**src/rtl/joy_db9_pkg.sv**
```systemverilog
// rtl/joy_db9_pkg.sv - shared types, frame geometry and counter sizing for the DB9 joystick scanner
package joy_db9_pkg;

  typedef enum logic [2:0] {
    ST_IDLE,
    ST_LOAD,
    ST_SHIFT_LO,
    ST_SHIFT_HI,
    ST_CMP
  } state_t;

  localparam int FRAME_BITS = 24;
  localparam int JOY_BITS   = 12;

  // Bits needed to hold 0..value-1, never less than one.
  function automatic int clog2(input int value);
    int w;
    w = 1;
    while ((1 << w) < value) w++;
    return w;
  endfunction

endpackage

```
**src/rtl/joy_tick_gen.sv**
```systemverilog
// rtl/joy_tick_gen.sv - DIV-cycle phase counter with sync clear and last-cycle tick
module joy_tick_gen
  import joy_db9_pkg::*;
#(
  parameter int DIV = 25
) (
  input  logic clk,
  input  logic reset,
  input  logic clear,
  output logic tick
);

  localparam int             CW   = clog2(DIV);
  localparam logic [CW-1:0]  LAST = CW'(DIV - 1);

  logic [CW-1:0] cnt_q, cnt_d;

  assign tick = (cnt_q == LAST);

  // Wrapping on tick lets back-to-back phases run without an explicit clear.
  always_comb begin
    cnt_d = cnt_q + CW'(1);
    if (clear || tick) cnt_d = '0;
  end

  always_ff @(posedge clk or posedge reset) begin
    if (reset) cnt_q <= '0;
    else       cnt_q <= cnt_d;
  end

endmodule

```
**src/rtl/joy_db9_scanner.sv**
```systemverilog
// rtl/joy_db9_scanner.sv - drives the DB9 shift-register chain and publishes filtered joystick words
module joy_db9_scanner
  import joy_db9_pkg::*;
#(
  parameter int DIV    = 25,
  parameter int GAP    = 1000,
  parameter bit FILTER = 1'b1
) (
  input  logic                clk,
  input  logic                reset,
  input  logic                enable,
  input  logic                joy_data,
  output logic                joy_clk,
  output logic                joy_load,
  output logic [JOY_BITS-1:0] joy1,
  output logic [JOY_BITS-1:0] joy2,
  output logic                frame_done,
  output logic                busy
);

  localparam int            GW       = clog2(GAP);
  localparam logic [GW-1:0] GAP_LAST = GW'(GAP - 1);
  localparam int            BW       = clog2(FRAME_BITS);
  localparam logic [BW-1:0] BIT_LAST = BW'(FRAME_BITS - 1);

  state_t                  state_q, state_d;
  logic [GW-1:0]           gap_q, gap_d;
  logic [BW-1:0]           bit_q, bit_d;
  logic [FRAME_BITS-1:0]   frame_q, frame_d;
  logic [FRAME_BITS-1:0]   prev_q, prev_d;
  logic [JOY_BITS-1:0]     joy1_q, joy1_d;
  logic [JOY_BITS-1:0]     joy2_q, joy2_d;
  logic                    joy_clk_q, joy_clk_d;
  logic                    joy_load_q, joy_load_d;
  logic                    frame_done_q, frame_done_d;
  logic                    busy_q, busy_d;
  logic                    tick;
  logic                    tick_clear;
  logic                    match;

  assign tick_clear = (state_q == ST_IDLE) || (state_q == ST_CMP);
  assign match      = !FILTER || (frame_q == prev_q);

  joy_tick_gen #(.DIV(DIV)) u_tick (
    .clk   (clk),
    .reset (reset),
    .clear (tick_clear),
    .tick  (tick)
  );

  always_comb begin
    state_d = state_q;
    gap_d   = gap_q;
    bit_d   = bit_q;
    frame_d = frame_q;
    prev_d  = prev_q;
    joy1_d  = joy1_q;
    joy2_d  = joy2_q;

    case (state_q)
      ST_IDLE: begin
        if (gap_q == GAP_LAST) begin
          if (enable) begin
            state_d = ST_LOAD;
            gap_d   = '0;
          end
        end else begin
          gap_d = gap_q + GW'(1);
        end
      end
      ST_LOAD: begin
        if (tick) begin
          state_d = ST_SHIFT_LO;
          bit_d   = '0;
        end
      end
      ST_SHIFT_LO: begin
        // Sample just before the rising edge that advances the chain.
        if (tick) begin
          frame_d = {frame_q[FRAME_BITS-2:0], joy_data};
          state_d = ST_SHIFT_HI;
        end
      end
      ST_SHIFT_HI: begin
        if (tick) begin
          if (bit_q == BIT_LAST) begin
            state_d = ST_CMP;
          end else begin
            bit_d   = bit_q + BW'(1);
            state_d = ST_SHIFT_LO;
          end
        end
      end
      ST_CMP: begin
        if (match) begin
          joy1_d = ~frame_q[FRAME_BITS-1 -: JOY_BITS];
          joy2_d = ~frame_q[JOY_BITS-1:0];
        end
        prev_d  = frame_q;
        state_d = ST_IDLE;
      end
      default: state_d = ST_IDLE;
    endcase

    // Pin levels follow the next state so they line up cycle-for-cycle with it.
    joy_load_d   = (state_d != ST_LOAD);
    joy_clk_d    = (state_d != ST_SHIFT_LO);
    busy_d       = (state_d != ST_IDLE);
    frame_done_d = (state_d == ST_CMP) && match;
  end

  always_ff @(posedge clk or posedge reset) begin
    if (reset) begin
      state_q      <= ST_IDLE;
      gap_q        <= '0;
      bit_q        <= '0;
      frame_q      <= '0;
      prev_q       <= {FRAME_BITS{1'b1}};
      joy1_q       <= '0;
      joy2_q       <= '0;
      joy_clk_q    <= 1'b1;
      joy_load_q   <= 1'b1;
      frame_done_q <= 1'b0;
      busy_q       <= 1'b0;
    end else begin
      state_q      <= state_d;
      gap_q        <= gap_d;
      bit_q        <= bit_d;
      frame_q      <= frame_d;
      prev_q       <= prev_d;
      joy1_q       <= joy1_d;
      joy2_q       <= joy2_d;
      joy_clk_q    <= joy_clk_d;
      joy_load_q   <= joy_load_d;
      frame_done_q <= frame_done_d;
      busy_q       <= busy_d;
    end
  end

  assign joy_clk    = joy_clk_q;
  assign joy_load   = joy_load_q;
  assign joy1       = joy1_q;
  assign joy2       = joy2_q;
  assign frame_done = frame_done_q;
  assign busy       = busy_q;

endmodule

```
**config.mk**
```make
export PLATFORM = sky130hd
export DESIGN_NAME = joy_db9_scanner
export DESIGN_NICKNAME = d
export VERILOG_FILES = /design/src/rtl/joy_db9_pkg.sv /design/src/rtl/joy_tick_gen.sv /design/src/rtl/joy_db9_scanner.sv
export SDC_FILE = /design/constraint.sdc
export NUM_CORES = 1
export LEC_CHECK = 0
export ABC_AREA = 1
export BUFFER_PORTS_ARGS = -buffer_cell sky130_fd_sc_hd__clkbuf_2
export CAP_MARGIN = 20
export CORE_MARGIN = 5
export CORE_UTILIZATION = 38
export DETAILED_ROUTE_END_ITERATION = 7
export GPL_ROUTABILITY_DRIVEN = 0
export PLACE_DENSITY_LB_ADDON = 0.1
export SYNTH_ARGS = -nofsm -noshare
export SYNTH_HDL_FRONTEND = slang
export SYNTH_SLANG_ARGS = --single-unit
```
**constraint.sdc**
```tcl
create_clock -name clk -period 2.9 [get_ports clk]
set_clock_uncertainty 0.1 [all_clocks]
set_input_delay 0.435 -clock clk [delete_from_list [all_inputs] [get_ports clk]]
set_output_delay 0.435 -clock clk [all_outputs]
set_load 0.01 [all_outputs]
```
==> impl_metrics.csv, run 1 <==
group,metric,value,unit
worst_setup_path,arrival,2280,ps
worst_setup_path,path_buf_inv,0,
cts,clkSinkCount,99,
global_routing,grtUsageTotal,0.143,
sta,setup_viol,0,
worst_setup_path,reg2reg_to,"joy1[3]$_DFFE_PP0P_",
final_layout,multi_input_area,0.00171,mm²
route,drc,0,
worst_setup_path,max_stage_delay,540,ps
pwr,combinationalPowerShare,0.018,
cts,cts_resized,0,
outcome,status,"finished, final reports clean",
synthesis,synth-xor-area-share,0.0460,
route,firstDrtPassIters,5,
route,drtIter0Drc,241,
global_routing,grt_pass1_vias,3291,
placement,hpwl,6340,µm
synthesis,synth-seq-cells,99,
route,finalWirelength,9460,µm
cts,ctsHoldBuffers,0,
worst_setup_path,timing.rr.start,"prev_q[3]$_DFFE_PP1P_",
pwr,seqPwrFrac,0.530,
pwr,switching_power,553,µW
worst_setup_path,cp.required,3030,ps
synthesis,synth_top_family_by_area,"simple AND/OR/NAND/NOR gates",
synthesis,yosys_warnings,0,
synthesis,synth_common_cells,"162 x nand2_1, 73 x dfrtp_1, 53 x inv_1",
cts,cts_tree,"yes",
cts,clkSlewWorstSetupHoldPaths,70,ps
sta,rsz0062_at_grt,"no",
final_layout,syn_to_final_growth,12.2,%
worst_setup_path,critical_path_class,"register to register",
route,num_vias,3407,
floorplan,ios,32,
worst_hold_path,worstHoldPathType,"input pin to async pin",
synthesis,synth_top_flop_cell,"dfrtp_1",
synthesis,synth-simple-area-share,0.240,
final_layout,fill_cells,1218,
synthesis,synth_cell_types,27,
final_layout,antenna_cells,0,
worst_setup_path,crit_top_cell,"nand2_1",
cts,clk_path_buf_depth,2,
run,maxCapViolCount,0,
worst_setup_path,cp_cell_sequence,"xnor2_1 -> nand2_1 -> nor2_1 -> nand2_2 -> nor2_8 -> nand3_4 -> nand2_1 -> nand2_1",
floorplan,start_util,0.384,
placement,portBuffers,31,
worst_setup_path,rr_worst_depth,8,
synthesis,synth_edf_count,0,
cts,cts_buffers,9,
pwr,internal_power,2.06,mW
synthesis,synth_top_area_frac,0.400,
worst_setup_path,critical_path.slowest_cell,"dfstp_2",
sta,fmax,465,MHz
synthesis,yosysSeqAreaShare,0.549,
pwr,powerDensity,509,mW/mm²
synthesis,avgSynthCellArea,8.72,µm²
global_routing,antenna_found_initial,0,
cts,post_cts_buffers,0,
floorplan,dieHeight,120,µm
pwr,total_leakage_power,2.41,nW
global_routing,grt_overflow,0,
cts,htree_levels,3,
floorplan,dieArea,0.0143,mm²
final_layout,final_area,0.00513,mm²
worst_setup_path,cp-start-kind,"register",
pwr,p_clk_frac,0.452,
final_layout,final_layout_size_suffix_gt1_frac,0.165,
global_routing,grt_pass1_wl,16500,µm
final_layout,regArea,0.00251,mm²
synthesis,syn_nets,532,
pwr,p_sw_frac,0.212,
placement,placed_area,0.00484,mm²
sta,tns,0,ps
floorplan,fp.dieW,120,µm
synthesis,synth_adder_area_share,0.0109,
floorplan,rows,40,
synthesis,synthCells,524,
floorplan,core_region_area,0.0119,mm²
route,final_antenna_net_count,0,
final_layout,num-nets-final,560,
route,wl_per_cell,13.5,µm
synthesis,synth_largest_area_cell,"dfrtp_1",
worst_setup_path,end_kind,"register",
global_routing,grt_max_degree,54,
final_layout,final_core_util,0.431,
synthesis,synth_most_common_cell,"nand2_1",
sta,fin_crit,2150,ps
placement,dpl.cell_count,688,
synthesis,mappedNetlistArea,0.00457,mm²
sta,timing.final.crit_share,0.741,
synthesis,synth.area.mux_share,0,
pwr,ir_drop,0.236,mV
worst_setup_path,cp_max_fo,26,
route,avgViaCountPerCell,4.85,
synthesis,synth-async-reset-ratio,1.00,
synthesis,synth_compound_area_frac,0.0772,
sta,max_slew_margin,0.443,
final_layout,final_cells,703,
worst_setup_path,crit_family,"simple AND/OR/NAND/NOR gates",
sta,slew_viol_final,0,
synthesis,synth_area_leaders,"dfrtp_1 40%, dfstp_2 15%, nand2_1 13%",
sta,hold_violations,0,
sta,tightest_slew,835,ps
worst_setup_path,r2r_setup_slack,750,ps
cts,ctsRootBufferMaster,"clkbuf_16",
cts,clk_latency,340,ps
-- through the flow --
step	hold WS, ps	total power, mW	worst slack [ps]
2_1_floorplan	355	1.44	1210
3_3_place_gp	355	1.46	705
3_5_place_dp	359	1.46	697
4_1_cts	31.3	2.65	685
5_1_grt	64.8	2.72	544
6_report	12.9	2.61	750
-- worst max path at each step --
stage | cells after the start | to | startpoint | slack [ps]
after floorplan | 1 | bit_q[0]$_DFFE_PP0P_ | reset | 1210
after global placement | 8 | joy1[3]$_DFFE_PP0P_ | prev_q[3]$_DFFE_PP1P_ | 700
after detailed placement | 8 | joy1[0]$_DFFE_PP0P_ | prev_q[3]$_DFFE_PP1P_ | 700
after CTS | 8 | joy1[0]$_DFFE_PP0P_ | prev_q[3]$_DFFE_PP1P_ | 680
after global routing | 8 | joy2[8]$_DFFE_PP0P_ | prev_q[3]$_DFFE_PP1P_ | 540
final | 8 | joy1[3]$_DFFE_PP0P_ | prev_q[3]$_DFFE_PP1P_ | 750
-- state kept, by name (all words and copies together) (netlist names) --
register,cells
joy1,12
joy2,12
frame_q,24
gap_q,10
joy_load,1
busy,1
prev_q,24
frame_done,1
state_q,3
u_tick.cnt_q,5
bit_q,5
joy_clk,1
-- layout by cell type (no fill, tap or decap), types with 7 or more instances in the layout --
| cell | count |
|---|---|
| nand4_1 | 31 |
| clkbuf_2 | 31 |
| clkbuf_16 | 9 |
| nor2_1 | 26 |
| nand3_1 | 12 |
| inv_1 | 52 |
| nor3_1 | 7 |
| nand2_1 | 162 |
| a21oi_1 | 7 |
| xnor2_1 | 12 |
| dfstp_2 | 26 |
| xor2_1 | 12 |
| inv_2 | 9 |
| dfrtp_1 | 73 |
| o21ai_0 | 52 |
-- layer usage --
layer  up-vias  global-route usage  part of all wire
li1       1735                   -                 -
met5         -                   0                 0
met3        13              0.0273             0.033
met4         0              0.0558             0.017
met1      1607               0.201              0.50
met2        52               0.220              0.45
-- cell type report --
class	count	share of cell area
clock buffers	11	0.0454
clock inverters	4	0.0102
inverters	62	0.0461
multi-input cells	344	0.333
flip-flops and latches	99	0.489
well taps	147	0.0359
repair buffers	36	0.0400
-- kinds of logic (layout without fill, tap and decap cells) --
logic type / count (synthesis) / after routing
AND/OR/NAND/NOR: 248 / 248
buffers and inverters: 81 / 113
flip-flops: 99 / 99
XOR/XNOR: 24 / 24
adder cells (fa/ha/maj): 4 / 4
AO/OA/AOI/OAI: 68 / 68
-- power by group through the flow --
stage                     clock (mW)  combinational, mW  sequential, mW
after CTS                       1.21             0.0506            1.38
after detailed placement           0             0.0505            1.41
after floorplan                    0             0.0314            1.41
final                           1.18             0.0467            1.38
after global routing            1.28             0.0550            1.38
after global placement             0             0.0498            1.41
-- worst reg2reg max path, delay by kind of cell, from the launching register on --
family | cells | cell delay [ps]
simple gates | 7 | 1280
flops | 1 | 540
xor+xnor | 1 | 130
No activity file was read; power rests on OpenSTA's default activity.
==> run 2, diff against run 1 <==
--- a/config.mk
+++ b/config.mk
@@ -5,7 +5,7 @@
 export SDC_FILE = /design/constraint.sdc
 export NUM_CORES = 1
 export LEC_CHECK = 0
-export ABC_AREA = 1
+export ABC_AREA = 0
 export BUFFER_PORTS_ARGS = -buffer_cell sky130_fd_sc_hd__clkbuf_2
 export CAP_MARGIN = 20
 export CORE_MARGIN = 5
==> constraint.sdc (replaced) <==
create_clock -name clk -period 1.8 [get_ports clk]
set_clock_uncertainty 0.1 [all_clocks]
set_input_delay 0.27 -clock clk [delete_from_list [all_inputs] [get_ports clk]]
set_output_delay 0.27 -clock clk [all_outputs]
set_load 0.01 [all_outputs]
==> run 2 against run 1 <==
  * The flow now finishes with violations (setup timing)
  * Design area increased by 8.4%
  * Cell count decreased by 18%
  * Critical path depth decreased by 2
  * Flip-flop and latch count unchanged
  * Non-clock buffer count increased by 49
  * Synthesized cell count decreased by 35%
  * Area after synthesis decreased by 3.6%
  * Critical endpoint is now joy2[6]$_DFFE_PP0P_
  * Largest power group unchanged
  * Highest routed layer unchanged
==> impl_metrics.csv, run 2 <==
group,metric,value,unit
floorplan,dieHeight,118,µm
floorplan,rows,39,
final_layout,top_regs,"frame_q: 24 flops, prev_q: 24 flops",
floorplan,start_util,0.387,
pwr,total_leakage_power,2.73,nW
sta,slew_viol_final,0,
pwr,ir_drop,0.541,mV
sta,setup_viol,36,
synthesis,synth_most_common_cell,"dfrtp_1",
final_layout,antenna_cells,0,
sta,max_slew_margin,0.584,
worst_setup_path,cp.required,1930,ps
final_layout,most-common-layout-cells,"73 x dfrtp_1, 43 x buf_4, 42 x mux2_2",
synthesis,synth-seq-cells,99,
worst_setup_path,end_kind,"register",
global_routing,grt_pass1_vias,2770,
cts,ctsRootBufferMaster,"clkbuf_16",
synthesis,synth_top_area_frac,0.415,
placement,post-place-ws,-135,ps
synthesis,synth_edf_count,0,
synthesis,synth_top_flop_cell,"dfrtp_1",
route,firstDrtPassIters,4,
sta,timing.final.crit_share,1.06,
synthesis,synth-async-reset-ratio,1.00,
worst_setup_path,critical_path_class,"register to register",
cts,clkSlewWorstSetupHoldPaths,70,ps
outcome,status,"finished with violations",
global_routing,antenna_found_initial,0,
pwr,powerDensity,818,mW/mm²
final_layout,final_layout_size_suffix_gt1_frac,0.442,
worst_setup_path,timing.rr.start,"prev_q[3]$_DFFE_PP1P_",
global_routing,grt_max_degree,100,
final_layout,fill_cells,1014,
pwr,p_total,4.55,mW
synthesis,avgSynthCellArea,13.0,µm²
global_routing,grtUsageTotal,0.132,
route,drc,0,
placement,portBuffers,31,
synthesis,synth_common_cells,"73 x dfrtp_1, 44 x mux2_2, 29 x inv_1",
worst_setup_path,cp-start-kind,"register",
cts,htree_levels,3,
floorplan,dieArea,0.0138,mm²
synthesis,synth_cell_types,42,
route,drtIter0Drc,119,
cts,clk_path_buf_depth,2,
synthesis,synthCells,340,
worst_hold_path,worstHoldPathType,"input pin to register",
route,avgViaCountPerCell,4.69,
final_layout,syn_to_final_growth,26.2,%
synthesis,mappedNetlistArea,0.00441,mm²
synthesis,yosys_warnings,0,
route,finalWirelength,8650,µm
floorplan,ios,32,
synthesis,synth_largest_area_cell,"dfrtp_1",
cts,cts_tree,"yes",
run,maxCapViolCount,0,
route,wl_per_cell,15.1,µm
worst_hold_path,min-delay-start,"joy_data",
outcome,violations,"setup timing",
global_routing,grt_overflow,0,
worst_setup_path,arrival,2040,ps
final_layout,num-nets-final,433,
sta,tightest_slew,617,ps
worst_setup_path,cp_max_fo,17,
sta,fmax,522,MHz
placement,hpwl,5460,µm
sta,hold_violations,0,
worst_setup_path,startpoint,"prev_q[3]$_DFFE_PP1P_",
cts,cts_buffers,9,
sta,fin_crit,1920,ps
synthesis,synth_area_leaders,"dfrtp_1 41%, dfstp_2 16%, mux2_2 11%",
global_routing,grt_pass1_wl,14500,µm
floorplan,core_region_area,0.0114,mm²
floorplan,fp.dieW,118,µm
route,num_vias,2687,
sta,rsz0062_at_grt,"yes",
synthesis,syn_nets,348,
cts,clk_latency,350,ps
sta,fin_ws,-116,ps
synthesis,yosysSeqAreaShare,0.570,
final_layout,final_common_cell,"dfrtp_1",
cts,clkSinkCount,99,
route,final_antenna_net_count,0,
==> run 2: cell count changes after synthesis, moves of 5 or more <==
cell      before  now
nand2_1      162   15
o21ai_0       52    6
mux2_2         0   44
inv_1         53   29
mux2i_1        0   24
nand4_1       31    9
xnor2_1       12   26
inv_2          9    0
clkbuf_1       8    1
nor2_1        26   20
mux2_4         0    5
nand3_1       12    7
xor2_1        12    7
==> run 2: cells by family after synthesis <==
family / count (synthesis) / share of synthesized area
and+or+nand+nor: 71 / 0.0940
adders and majority gates: 4 / 0.0114
DFF: 99 / 0.570
AOI/OAI and AO/OA: 19 / 0.0276
buffers and inverters: 40 / 0.0452
muxes: 74 / 0.187
xor gates and xnor gates: 33 / 0.0656
==> run 2: power by group <==
part / switching [mW] / internal [mW] / total, mW
registers: 0.0562 / 2.29 / 2.34
clock network: 0.833 / 1.11 / 1.95
logic: 0.133 / 0.128 / 0.260
total: 1.02 / 3.53 / 4.55
==> run 2: per-layer routing <==
layer  global-route usage  vias to the layer above  routed length [µm]
met4               0.0602                        0                 184
met3               0.0274                       12                 225
met5                    0                        -                   0
li1                     -                     1328                   -
met1                0.193                     1311                4450
met2                0.186                       36                3790
==> run 2: worst paths after layout <==
kind,end,slack [ps],depth (start not counted)
setup / recovery,joy2[6]$_DFFE_PP0P_,-120,6
hold reg to reg,bit_q[4]$_DFFE_PP0P_,400,1
hold / removal,frame_q[0]$_DFFE_PP0P_,70,2
setup reg to reg,joy2[6]$_DFFE_PP0P_,-120,6
min in group asynchronous,bit_q[3]$_DFFE_PP0P_,520,4
max in group asynchronous,prev_q[15]$_DFFE_PP1P_,680,4
==> run 2: stage by stage <==
step / hold WS, ps / instance area [µm²] / util / instances / TNS [ps]
finish: 69.3 / 5560 / 0.489 / 573 / -3390
detailed placement: 370 / 5070 / 0.446 / 547 / -3950
global placement: 364 / 5070 / 0.446 / 547 / -2900
global route: 69.6 / 5560 / 0.489 / 573 / -7070
CTS: 67.0 / 5520 / 0.485 / 570 / -4110
floorplan: 320 / 4430 / - / 340 / -895
==> run 2: worst max-delay path, cell delays in order, from the launching register on <==
cell     delay (ps)
dfstp_2         540
xnor2_1         180
nand4_1         200
nor4_4          320
nand3_4         130
buf_12          190
mux2i_1         120
==> run 2: area by class of cell <==
cell class | count | area, µm² | area share
inverter | 29 | 113 | 0.0203
multi-input combinational | 201 | 1770 | 0.318
tap | 143 | 179 | 0.0322
timing repair buffer | 85 | 694 | 0.125
clock inverter | 4 | 50.0 | 0.00900
clock buffer | 12 | 246 | 0.0443
sequential | 99 | 2510 | 0.451
==> run 2: timing repair <==
action / 4_1_cts / 5_1_grt
pin swaps: 1 / 2
cloned: 3 / 0
gates resized for setup: 9 / 7
endpoints found under the setup margin: 48 / 58
hold endpoints to repair: 17 / 0
setup buffers: 3 / 4
hold buffers: 1 / 0
